[src/rtl/tty_writer.sv]
`default_nettype none
// ============================================================================
//  Module      : tty_writer
//  Description : Byte-stream terminal writer driving a circular character
//                buffer with cursor, scroll and screen-clear support.
//  Revision    : 1.0
// ============================================================================
module tty_writer #(
    parameter int ROWS           = 24,
    parameter int COLS           = 80,
    parameter int ROW_BITS       = 5,
    parameter int COL_BITS       = 7,
    parameter int ADDR_BITS      = 11,
    parameter bit AUTOWRAP       = 1'b1,
    parameter bit CLEAR_ON_RESET = 1'b1
) (
    input  logic                 clk,
    input  logic                 clr,
    input  logic [7:0]           in_data,
    input  logic                 in_valid,
    output logic                 in_ready,
    output logic [7:0]           new_char,
    output logic [ADDR_BITS-1:0] new_char_address,
    output logic                 new_char_wen,
    output logic [ADDR_BITS-1:0] new_first_char,
    output logic                 new_first_char_wen,
    output logic [COL_BITS-1:0]  new_cursor_x,
    output logic [ROW_BITS-1:0]  new_cursor_y,
    output logic                 new_cursor_wen,
    output logic                 bell
);

    localparam logic [1:0] c_IDLE         = 2'd0;
    localparam logic [1:0] c_CLEAR_LINE   = 2'd1;
    localparam logic [1:0] c_CLEAR_SCREEN = 2'd2;

    localparam logic [ADDR_BITS:0]   c_SIZE   = (ADDR_BITS+1)'(ROWS * COLS);
    localparam logic [ADDR_BITS:0]   c_COLS   = (ADDR_BITS+1)'(COLS);
    localparam logic [ADDR_BITS:0]   c_ONE    = (ADDR_BITS+1)'(1);
    localparam logic [COL_BITS-1:0]  c_LAST_X = COL_BITS'(COLS - 1);
    localparam logic [ROW_BITS-1:0]  c_LAST_Y = ROW_BITS'(ROWS - 1);

    // Sums are at most 2*SIZE-1, so one conditional subtract keeps them in range.
    function automatic logic [ADDR_BITS-1:0] f_wrap_add(input logic [ADDR_BITS-1:0] a,
                                                         input logic [ADDR_BITS:0]   b);
        logic [ADDR_BITS:0] s;
        s = {1'b0, a} + b;
        if (s >= c_SIZE)
            s = s - c_SIZE;
        return s[ADDR_BITS-1:0];
    endfunction

    logic [1:0]           r_state, w_state_next;
    logic                 r_init;
    logic [COL_BITS-1:0]  r_x, w_x;
    logic [ROW_BITS-1:0]  r_y, w_y;
    logic [ADDR_BITS-1:0] r_first, w_first;
    logic [ADDR_BITS-1:0] r_line, w_line;
    logic [ADDR_BITS-1:0] r_clr_addr, w_clr_addr;
    logic [ADDR_BITS:0]   r_clr_cnt, w_clr_cnt;
    logic [7:0]           r_char, w_char;
    logic [ADDR_BITS-1:0] r_addr, w_addr;
    logic                 r_char_wen, w_char_wen;
    logic                 r_first_wen, w_first_wen;
    logic                 r_cursor_wen, w_cursor_wen;
    logic                 r_bell, w_bell;

    logic w_accept, w_is_print, w_lf, w_scroll;

    assign w_accept   = in_valid && in_ready;
    assign w_is_print = (in_data >= 8'h20) && (in_data <= 8'h7E);
    assign w_lf       = (in_data == 8'h0A) || (w_is_print && AUTOWRAP && (r_x == c_LAST_X));
    assign w_scroll   = w_lf && (r_y == c_LAST_Y);

    // State register
    always_ff @(posedge clk or posedge clr) begin
        if (clr)
            r_state <= c_IDLE;
        else
            r_state <= w_state_next;
    end

    // Next-state logic
    always_comb begin
        w_state_next = r_state;
        case (r_state)
            c_IDLE: begin
                if (!r_init) begin
                    if (CLEAR_ON_RESET)
                        w_state_next = c_CLEAR_SCREEN;
                end else if (w_accept) begin
                    if (in_data == 8'h0C)
                        w_state_next = c_CLEAR_SCREEN;
                    else if (w_scroll)
                        w_state_next = c_CLEAR_LINE;
                end
            end
            c_CLEAR_LINE, c_CLEAR_SCREEN: begin
                if (r_clr_cnt == c_ONE)
                    w_state_next = c_IDLE;
            end
            default: w_state_next = c_IDLE;
        endcase
    end

    // Output / datapath decode; r_line tracks the buffer address of column 0 on the cursor row.
    always_comb begin
        w_x          = r_x;
        w_y          = r_y;
        w_first      = r_first;
        w_line       = r_line;
        w_clr_addr   = r_clr_addr;
        w_clr_cnt    = r_clr_cnt;
        w_char       = r_char;
        w_addr       = r_addr;
        w_char_wen   = 1'b0;
        w_first_wen  = 1'b0;
        w_cursor_wen = 1'b0;
        w_bell       = 1'b0;
        if (r_state != c_IDLE) begin
            w_char_wen = 1'b1;
            w_char     = 8'h20;
            w_addr     = r_clr_addr;
            w_clr_addr = f_wrap_add(r_clr_addr, c_ONE);
            w_clr_cnt  = r_clr_cnt - c_ONE;
        end else if (!r_init) begin
            if (CLEAR_ON_RESET) begin
                w_first_wen  = 1'b1;
                w_cursor_wen = 1'b1;
                w_clr_addr   = '0;
                w_clr_cnt    = c_SIZE;
            end
        end else if (w_accept) begin
            if (w_is_print) begin
                w_char_wen   = 1'b1;
                w_char       = in_data;
                w_addr       = f_wrap_add(r_line, (ADDR_BITS+1)'(r_x));
                w_cursor_wen = 1'b1;
                if (r_x != c_LAST_X)
                    w_x = r_x + COL_BITS'(1);
                else if (AUTOWRAP)
                    w_x = '0;
            end else begin
                case (in_data)
                    8'h0D: begin
                        w_x          = '0;
                        w_cursor_wen = 1'b1;
                    end
                    8'h08: begin
                        if (r_x != '0)
                            w_x = r_x - COL_BITS'(1);
                        w_cursor_wen = 1'b1;
                    end
                    8'h0C: begin
                        w_first      = '0;
                        w_line       = '0;
                        w_x          = '0;
                        w_y          = '0;
                        w_first_wen  = 1'b1;
                        w_cursor_wen = 1'b1;
                        w_clr_addr   = '0;
                        w_clr_cnt    = c_SIZE;
                    end
                    8'h07:   w_bell = 1'b1;
                    default: ;
                endcase
            end
            if (w_lf) begin
                w_cursor_wen = 1'b1;
                if (r_y != c_LAST_Y) begin
                    w_y    = r_y + ROW_BITS'(1);
                    w_line = f_wrap_add(r_line, c_COLS);
                end else begin
                    // The old top line becomes the new bottom line and is blanked.
                    w_first     = f_wrap_add(r_first, c_COLS);
                    w_first_wen = 1'b1;
                    w_line      = r_first;
                    w_clr_addr  = r_first;
                    w_clr_cnt   = c_COLS;
                end
            end
        end
    end

    always_ff @(posedge clk or posedge clr) begin
        if (clr) begin
            r_init       <= 1'b0;
            r_x          <= '0;
            r_y          <= '0;
            r_first      <= '0;
            r_line       <= '0;
            r_clr_addr   <= '0;
            r_clr_cnt    <= '0;
            r_char       <= '0;
            r_addr       <= '0;
            r_char_wen   <= 1'b0;
            r_first_wen  <= 1'b0;
            r_cursor_wen <= 1'b0;
            r_bell       <= 1'b0;
        end else begin
            r_init       <= 1'b1;
            r_x          <= w_x;
            r_y          <= w_y;
            r_first      <= w_first;
            r_line       <= w_line;
            r_clr_addr   <= w_clr_addr;
            r_clr_cnt    <= w_clr_cnt;
            r_char       <= w_char;
            r_addr       <= w_addr;
            r_char_wen   <= w_char_wen;
            r_first_wen  <= w_first_wen;
            r_cursor_wen <= w_cursor_wen;
            r_bell       <= w_bell;
        end
    end

    always_comb begin
        in_ready = r_init && (r_state == c_IDLE);
    end

    assign new_char           = r_char;
    assign new_char_address   = r_addr;
    assign new_char_wen       = r_char_wen;
    assign new_first_char     = r_first;
    assign new_first_char_wen = r_first_wen;
    assign new_cursor_x       = r_x;
    assign new_cursor_y       = r_y;
    assign new_cursor_wen     = r_cursor_wen;
    assign bell               = r_bell;

endmodule
`default_nettype wire

[config.mk]
export PLATFORM = sky130hd
export DESIGN_NAME = tty_writer
export DESIGN_NICKNAME = d
export VERILOG_FILES = /design/src/rtl/tty_writer.sv
export SDC_FILE = /design/constraint.sdc
export NUM_CORES = 1
export LEC_CHECK = 0
export BUFFER_PORTS_ARGS = -buffer_cell sky130_fd_sc_hd__buf_2
export CORE_ASPECT_RATIO = 0.6
export CORE_MARGIN = 4
export CORE_UTILIZATION = 65
export CTS_CLUSTER_SIZE = 40
export DETAILED_ROUTE_END_ITERATION = 10
export GPL_TIMING_DRIVEN = 0
export PLACE_DENSITY = 0.94
export SYNTH_ARGS = -nofsm -noshare
export SYNTH_HDL_FRONTEND = slang
export SYNTH_SLANG_ARGS = --single-unit
[constraint.sdc]
create_clock -name clk -period 4.6 [get_ports clk]
set_input_delay 0.23 -clock clk [delete_from_list [all_inputs] [get_ports clk]]
set_output_delay 0.23 -clock clk [all_outputs]
set_load 0.02 [all_outputs]
==> results.sh, run 1 <==
export IMPL_num_nets_final=762
export IMPL_die_w_um=128
export IMPL_hold_class="primary input to flop"
export IMPL_num_vias=5919
export IMPL_fp_dieH_um=80.0
export IMPL_totalWireLength_mm=17.6
export IMPL_synth_fp_nets=693
export IMPL_clkSinkCount=83
export IMPL_mostFrequentLayoutCells="nand2_1, dfrtp_1, buf_2"
export IMPL_crit_fanout=7
export IMPL_crit_family="compound AO/OA/AOI/OAI gates"
export IMPL_slowest_stage="a21boi_1"
export IMPL_layout_drive_gt1_share=0.148
export IMPL_syn_inst=657
export IMPL_grt_use_met1=0.482
export IMPL_synth_edf_count=0
export IMPL_power_density_mw_per_mm2=435
export IMPL_final_util=0.788
export IMPL_antenna_found_initial=0
export IMPL_grt_pass1_wl_mm=28.9
export IMPL_ys_warn_count=0
export IMPL_grt_util_met2=0.567
export IMPL_cp_depth=12
export IMPL_syn_area_mm2=0.00562
export IMPL_cts_root_buf="clkbuf_16"
export IMPL_dp_hpwl_mm=12.6
export IMPL_cts_setup_buffers=0
export IMPL_arrival_ns=3.70
export IMPL_grt_pass1_vias=5700
export IMPL_start_util=0.691
export IMPL_ant_nets=0
export IMPL_r2r_cells=12
export IMPL_fmax_mhz=288
export IMPL_drtIter0Drc=942
export IMPL_ys_seq_elements=83
export IMPL_post_route_period_util=0.756
export IMPL_clk_latency_ns=0.36
export IMPL_slew_limit_headroom=0.490
export IMPL_grt_usage=0.360
export IMPL_clkTransAtPathRegs_ns=0.07
export IMPL_syn_area_per_cell_um2=8.56
export IMPL_ys_async_sr_fraction=1.00
export IMPL_final_common_cell="nand2_1"
export IMPL_critical_path_buf_inv_count=1
export IMPL_dr_pass1_iters=8
export IMPL_setup_worst_path_end_class="flop"
export IMPL_ys_seq_area_frac=0.369
export IMPL_met3_usage=0.102
export IMPL_cts_htree_levels=3
export IMPL_io_pins=58
export IMPL_cpMostUsedCell="ha_1"
export IMPL_clock_skew_ns=0.0103
export IMPL_avgRoutedWirePerCell_um=21.0
export IMPL_worst_setup_path_type="flop to flop"
export IMPL_viasPerCell=7.05
export IMPL_whs_path_depth=3
export IMPL_fin_crit_ns=3.48
export IMPL_fill_cells=539
export IMPL_rsz0062_at_grt="false"
export IMPL_yosys_most_used_dff="dfrtp_1"
export IMPL_critPathLaunchType="flop"
export IMPL_final_setup_tns_ns=0
export IMPL_overflow=0
export IMPL_status="finished clean"
export IMPL_syn_to_final_growth_pct=14.0
export IMPL_worstPathCellList="ha_1, inv_1, fa_1, nor2b_1, o2111ai_1, a21boi_1, or2_2, nand2_1, xnor2_1, ha_1, a2111oi_0, o21ai_0"
export IMPL_max_vdd_ir_drop_v=0.000228
export IMPL_worst_pin_slew_ns=0.758
export IMPL_place_congestion=0.973
export IMPL_slowest_delay_ns=0.51
export IMPL_port_buffers=56
export IMPL_diodes=0
export IMPL_cp_required_ns=4.82
export IMPL_setup_ws_ns=1.12
export IMPL_cts_tree="done"
export IMPL_synth_distinct_cells=78
export IMPL_setup_viol=0
export IMPL_p_leak_nw=2.90
export IMPL_core_area_mm2=0.00813
export IMPL_remaining_drc_errors=0
export IMPL_grt_max_degree=59
export IMPL_rows=25
export IMPL_top_usage_layer="met2"
export IMPL_preCtsSetupSlack_ns=1.22
export IMPL_cts_buffers=9
export IMPL_dieArea_mm2=0.0103
export IMPL_cap_violations=0
export IMPL_slew_viol_final=0
export IMPL_clk_path_buf_depth=2
export IMPL_hold_violations=0
[path summary, 6_finish.rpt]
kind                                                  from                               to  slack, ns
min                                             in_data[0]          new_char[0]$_DFFE_PP0P_       0.12
min in group asynchronous                              clr         r_clr_cnt[2]$_DFFE_PP0P_       0.40
max                            new_cursor_x[0]$_DFFE_PP0P_  new_char_address[8]$_DFFE_PP0P_       1.12
max reg2reg                    new_cursor_x[0]$_DFFE_PP0P_  new_char_address[8]$_DFFE_PP0P_       1.12
max in group asynchronous                              clr            r_line[9]$_DFFE_PP0P_       3.59
min reg2reg                new_char_address[6]$_DFFE_PP0P_  new_char_address[6]$_DFFE_PP0P_       0.47
[final cells by class]
type	instances	area [um2]	share of cell area
multi-input combinational	513	3270	0.510
clock inverter	7	105	0.0164
clock buffer	9	225	0.0351
sequential	83	2080	0.324
timing repair buffer	58	318	0.0496
buffer	41	200	0.0312
tap	108	135	0.0211
inverter	20	77.6	0.0121
[worst min-delay path, cell delays in order]
cell     delay [ns]
buf_2          0.11
nand2_1        0.05
nand2_1        0.05
[power by group]
part	total, mW	switching [mW]	leakage (nW)	internal [mW]
registers	0.979	0.136	1.10	0.844
logic	0.983	0.655	1.65	0.328
clock network	0.824	0.338	0.159	0.486
total	2.79	1.13	2.90	1.66
[Yosys cell counts (9+ instances only)]
| cell | instances | area (um2) |
|---|---|---|
| a21oi_1 | 41 | 205 |
| a22o_1 | 9 | 78.8 |
| a22oi_1 | 10 | 75.1 |
| and3_1 | 10 | 62.6 |
| clkbuf_1 | 28 | 105 |
| dfrtp_1 | 83 | 2080 |
| ha_1 | 24 | 300 |
| inv_1 | 20 | 75.1 |
| nand2_1 | 89 | 334 |
| nand3_1 | 38 | 190 |
| nor2_1 | 45 | 169 |
| nor3_1 | 15 | 75.1 |
| o211ai_1 | 10 | 75.1 |
| o21ai_0 | 38 | 190 |
| o31ai_1 | 17 | 128 |
| xnor2_1 | 14 | 123 |
[metal layers]
layer | part of all wire | vias to the layer above
met4 | 0.034 | 0
li1 | - | 2573
met2 | 0.44 | 488
met1 | 0.39 | 2772
met5 | 0 | -
met3 | 0.13 | 86
[cell families (layout without fill, tap and decap cells)]
logic type               Yosys count  after routing  share of synthesized area
adder cells (fa/ha/maj)           25             25                     0.0570
AND/OR/NAND/NOR                  255            255                      0.227
flip-flops                        83             83                      0.369
AO/OA/AOI/OAI                    209            209                      0.260
buffers and inverters             61            135                     0.0490
XOR/XNOR                          18             18                     0.0280
other                              1              1                   0.000667
multiplexers                       5              5                    0.00890
[through the flow]
stage / total power, mW / cells / hold WS, ns / area, um2
final: 2.79 / 839 / 0.121 / 6410
after global routing: 2.92 / 839 / 0.129 / 6410
after global placement: 1.87 / 821 / 0.451 / 6040
after detailed placement: 1.93 / 822 / 0.228 / 6070
after floorplan: 1.62 / 657 / 0.301 / 5620
after CTS: 2.75 / 839 / 0.115 / 6410
[state kept, by name (all words and copies together), names as in the netlist]
signal / flops
new_char_address: 11
new_cursor_y: 5
r_clr_addr: 11
new_first_char_wen: 1
new_char: 8
r_line: 11
new_char_wen: 1
r_init: 1
new_cursor_x: 7
r_state: 2
new_cursor_wen: 1
r_clr_cnt: 12
new_first_char: 11
bell: 1
[timing repair]
action	CTS	global route
hold buffers	1	0
resized for setup	0	0
hold endpoints to repair	25	0
setup endpoints to repair	0	0
No activity file was read; power rests on OpenSTA's default activity.
==> inputs of run 2 (changes only) <==
- CORE_UTILIZATION: 65 -> 60
- PLACE_DENSITY: 0.94 -> 0.88
- clock period: 4.6 -> 3.4 ns (I/O delays scaled with it)
==> results.sh, run 2 (synthesized netlist as in run 1, its figures left out) <==
export IMPL_num_nets_final=765
export IMPL_core_area_mm2=0.00916
export IMPL_cts_tree="done"
export IMPL_violations="design-rule violations"
export IMPL_max_vdd_ir_drop_v=0.000273
export IMPL_placed_cells=844
export IMPL_crit_start="new_cursor_x[1]$_DFFE_PP0P_"
export IMPL_totalWireLength_mm=17.8
export IMPL_top_register="r_clr_cnt"
export IMPL_placed_cell_area_mm2=0.00610
export IMPL_pwr_share_comb=0.354
export IMPL_clkTransAtPathRegs_ns=0.07
export IMPL_setup_ws_ns=0.276
export IMPL_clkSinkCount=83
export IMPL_worstHoldStart="in_data[3]"
export IMPL_grt_max_degree=59
export IMPL_fmax_mhz=320
export IMPL_syn_to_final_growth_pct=15.0
export IMPL_viasPerCell=6.82
export IMPL_grt_pass1_vias=5530
export IMPL_power_density_mw_per_mm2=579
export IMPL_die_w_um=133
export IMPL_io_pins=58
export IMPL_cp_required_ns=3.62
export IMPL_fin_area_mm2=0.00646
export IMPL_cellInternalPower_mw=2.24
export IMPL_pwr_share_seq=0.355
export IMPL_critPathLaunchType="flop"
export IMPL_dp_hpwl_mm=12.6
export IMPL_hold_violations=0
export IMPL_fp_dieH_um=83.0
export IMPL_mostFrequentLayoutCells="nand2_1, dfrtp_1, buf_2"
export IMPL_setup_viol=0
export IMPL_clk_latency_ns=0.36
export IMPL_antenna_found_initial=0
export IMPL_start_util=0.614
export IMPL_worst_pin_slew_ns=0.793
export IMPL_clk_path_buf_depth=2
export IMPL_slowest_stage="fa_1"
export IMPL_ant_nets=0
export IMPL_preCtsSetupSlack_ns=-0.0289
export IMPL_overflow=0
export IMPL_cpMostUsedCell="nand2_1"
export IMPL_dieArea_mm2=0.0110
export IMPL_avgRoutedWirePerCell_um=20.6
export IMPL_cts_htree_levels=3
export IMPL_num_vias=5894
export IMPL_hold_class="primary input to flop"
export IMPL_status="finished, violations left"
export IMPL_slew_viol_final=0
export IMPL_crit_fanout=6
export IMPL_diodes=0
export IMPL_setup_worst_path_end_class="flop"
export IMPL_fin_crit_ns=3.12
export IMPL_remaining_drc_errors=3
export IMPL_port_buffers=56
export IMPL_grt_usage=0.318
export IMPL_power_frac_clock=0.291
export IMPL_drtIter0Drc=874
export IMPL_final_setup_tns_ns=0
export IMPL_slew_limit_headroom=0.467
export IMPL_p_sw_frac=0.403
export IMPL_grt_pass1_wl_mm=28.2
export IMPL_netSwitchingPower_mw=1.51
export IMPL_fin_cells=864
export IMPL_post_route_period_util=0.919
export IMPL_p_leak_nw=2.91
export IMPL_final_util=0.706
export IMPL_cts_buffers=9
export IMPL_clock_skew_ns=0.00979
export IMPL_cap_violations=0
export IMPL_arrival_ns=3.35
export IMPL_layout_drive_gt1_share=0.155
export IMPL_rows=27
export IMPL_largest_reg_flops=12
export IMPL_dr_pass1_iters=11
export IMPL_worst_setup_path_type="flop to flop"
export IMPL_slowest_delay_ns=0.48
export IMPL_place_congestion=0.969
export IMPL_reg2reg_from="new_cursor_x[1]$_DFFE_PP0P_"
export IMPL_cts_root_buf="clkbuf_16"
export IMPL_worstPathCellList="inv_1, fa_1, nor2b_1, o2111ai_1, a21boi_2, or2_2, nand2_1, xnor2_1, ha_1, nand2_1, nand4_1, a22oi_1, o21bai_1, o21ai_0"
export IMPL_final_common_cell="nand2_1"
run 2: changes by cell type in the layout (fill, tap and decap cells not counted), sizes merged:
cell	delta
buf	+3
clkinvlp	+2
inv	-2
run 2: repair_timing:
item                       in CTS  in global routing
hold endpoints to repair       25                  0
hold buffers                    1                  0
resized for setup               1                  3
pin swaps                       0                  1
setup buffers                   0                  3
setup endpoints to repair       1                  2
run 2: metrics by stage:
step,hold WS [ns],total power [mW]
after global placement,0.406,2.55
final,0.0783,3.74
after floorplan,0.241,2.19
after detailed placement,0.168,2.61
after global routing,0.0923,3.91
after CTS,0.0689,3.70
run 2: power by group through the flow:
stage	Sequential, mW	Clock (mW)	Combinational (mW)
2_1_floorplan	1.40	0	0.797
3_3_place_gp	1.32	0	1.23
3_5_place_dp	1.34	0	1.28
4_1_cts	1.32	1.09	1.29
5_1_grt	1.35	1.13	1.43
6_report	1.33	1.09	1.32
run 2: routing by layer:
layer / track usage / part of all wire / up-vias
li1: - / - / 2579
met1: 0.433 / 0.41 / 2771
met2: 0.471 / 0.43 / 466
met3: 0.115 / 0.13 / 78
met4: 0.103 / 0.028 / 0
met5: 0 / 0 / -
run 2: cell type report:
type	instances	area [um2]
Fill cell	706	2690
Clock buffer	9	225
Sequential cell	83	2080
Inverter	20	77.6
Clock inverter	7	100
Buffer	41	200
Tap cell	130	163
Multi-Input combinational cell	513	3280
Timing Repair Buffer	61	340
run 2: worst paths after layout:
kind | endpoint | slack, ns | depth (start not counted)
worst min register to register | new_char_address[6]$_DFFE_PP0P_ | 0.48 | 2
worst max register to register | new_char_address[9]$_DFFE_PP0P_ | 0.28 | 14
worst min-delay path | bell$_DFF_PP0_ | 0.08 | 2
min in group asynchronous | r_clr_cnt[11]$_DFFE_PP0P_ | 0.33 | 3
max in group asynchronous | new_first_char[9]$_DFFE_PP0P_ | 2.45 | 4
worst max-delay path | new_char_address[9]$_DFFE_PP0P_ | 0.28 | 14
run 2: worst max-delay path, delay by kind of cell (launching register included):
family          cells  cell delay [ns]
compound gates      5             0.85
fa+ha+maj           2             0.71
simple gates        5             0.66
flops               1             0.46
xor+xnor            1             0.16
buf+inv             1             0.15
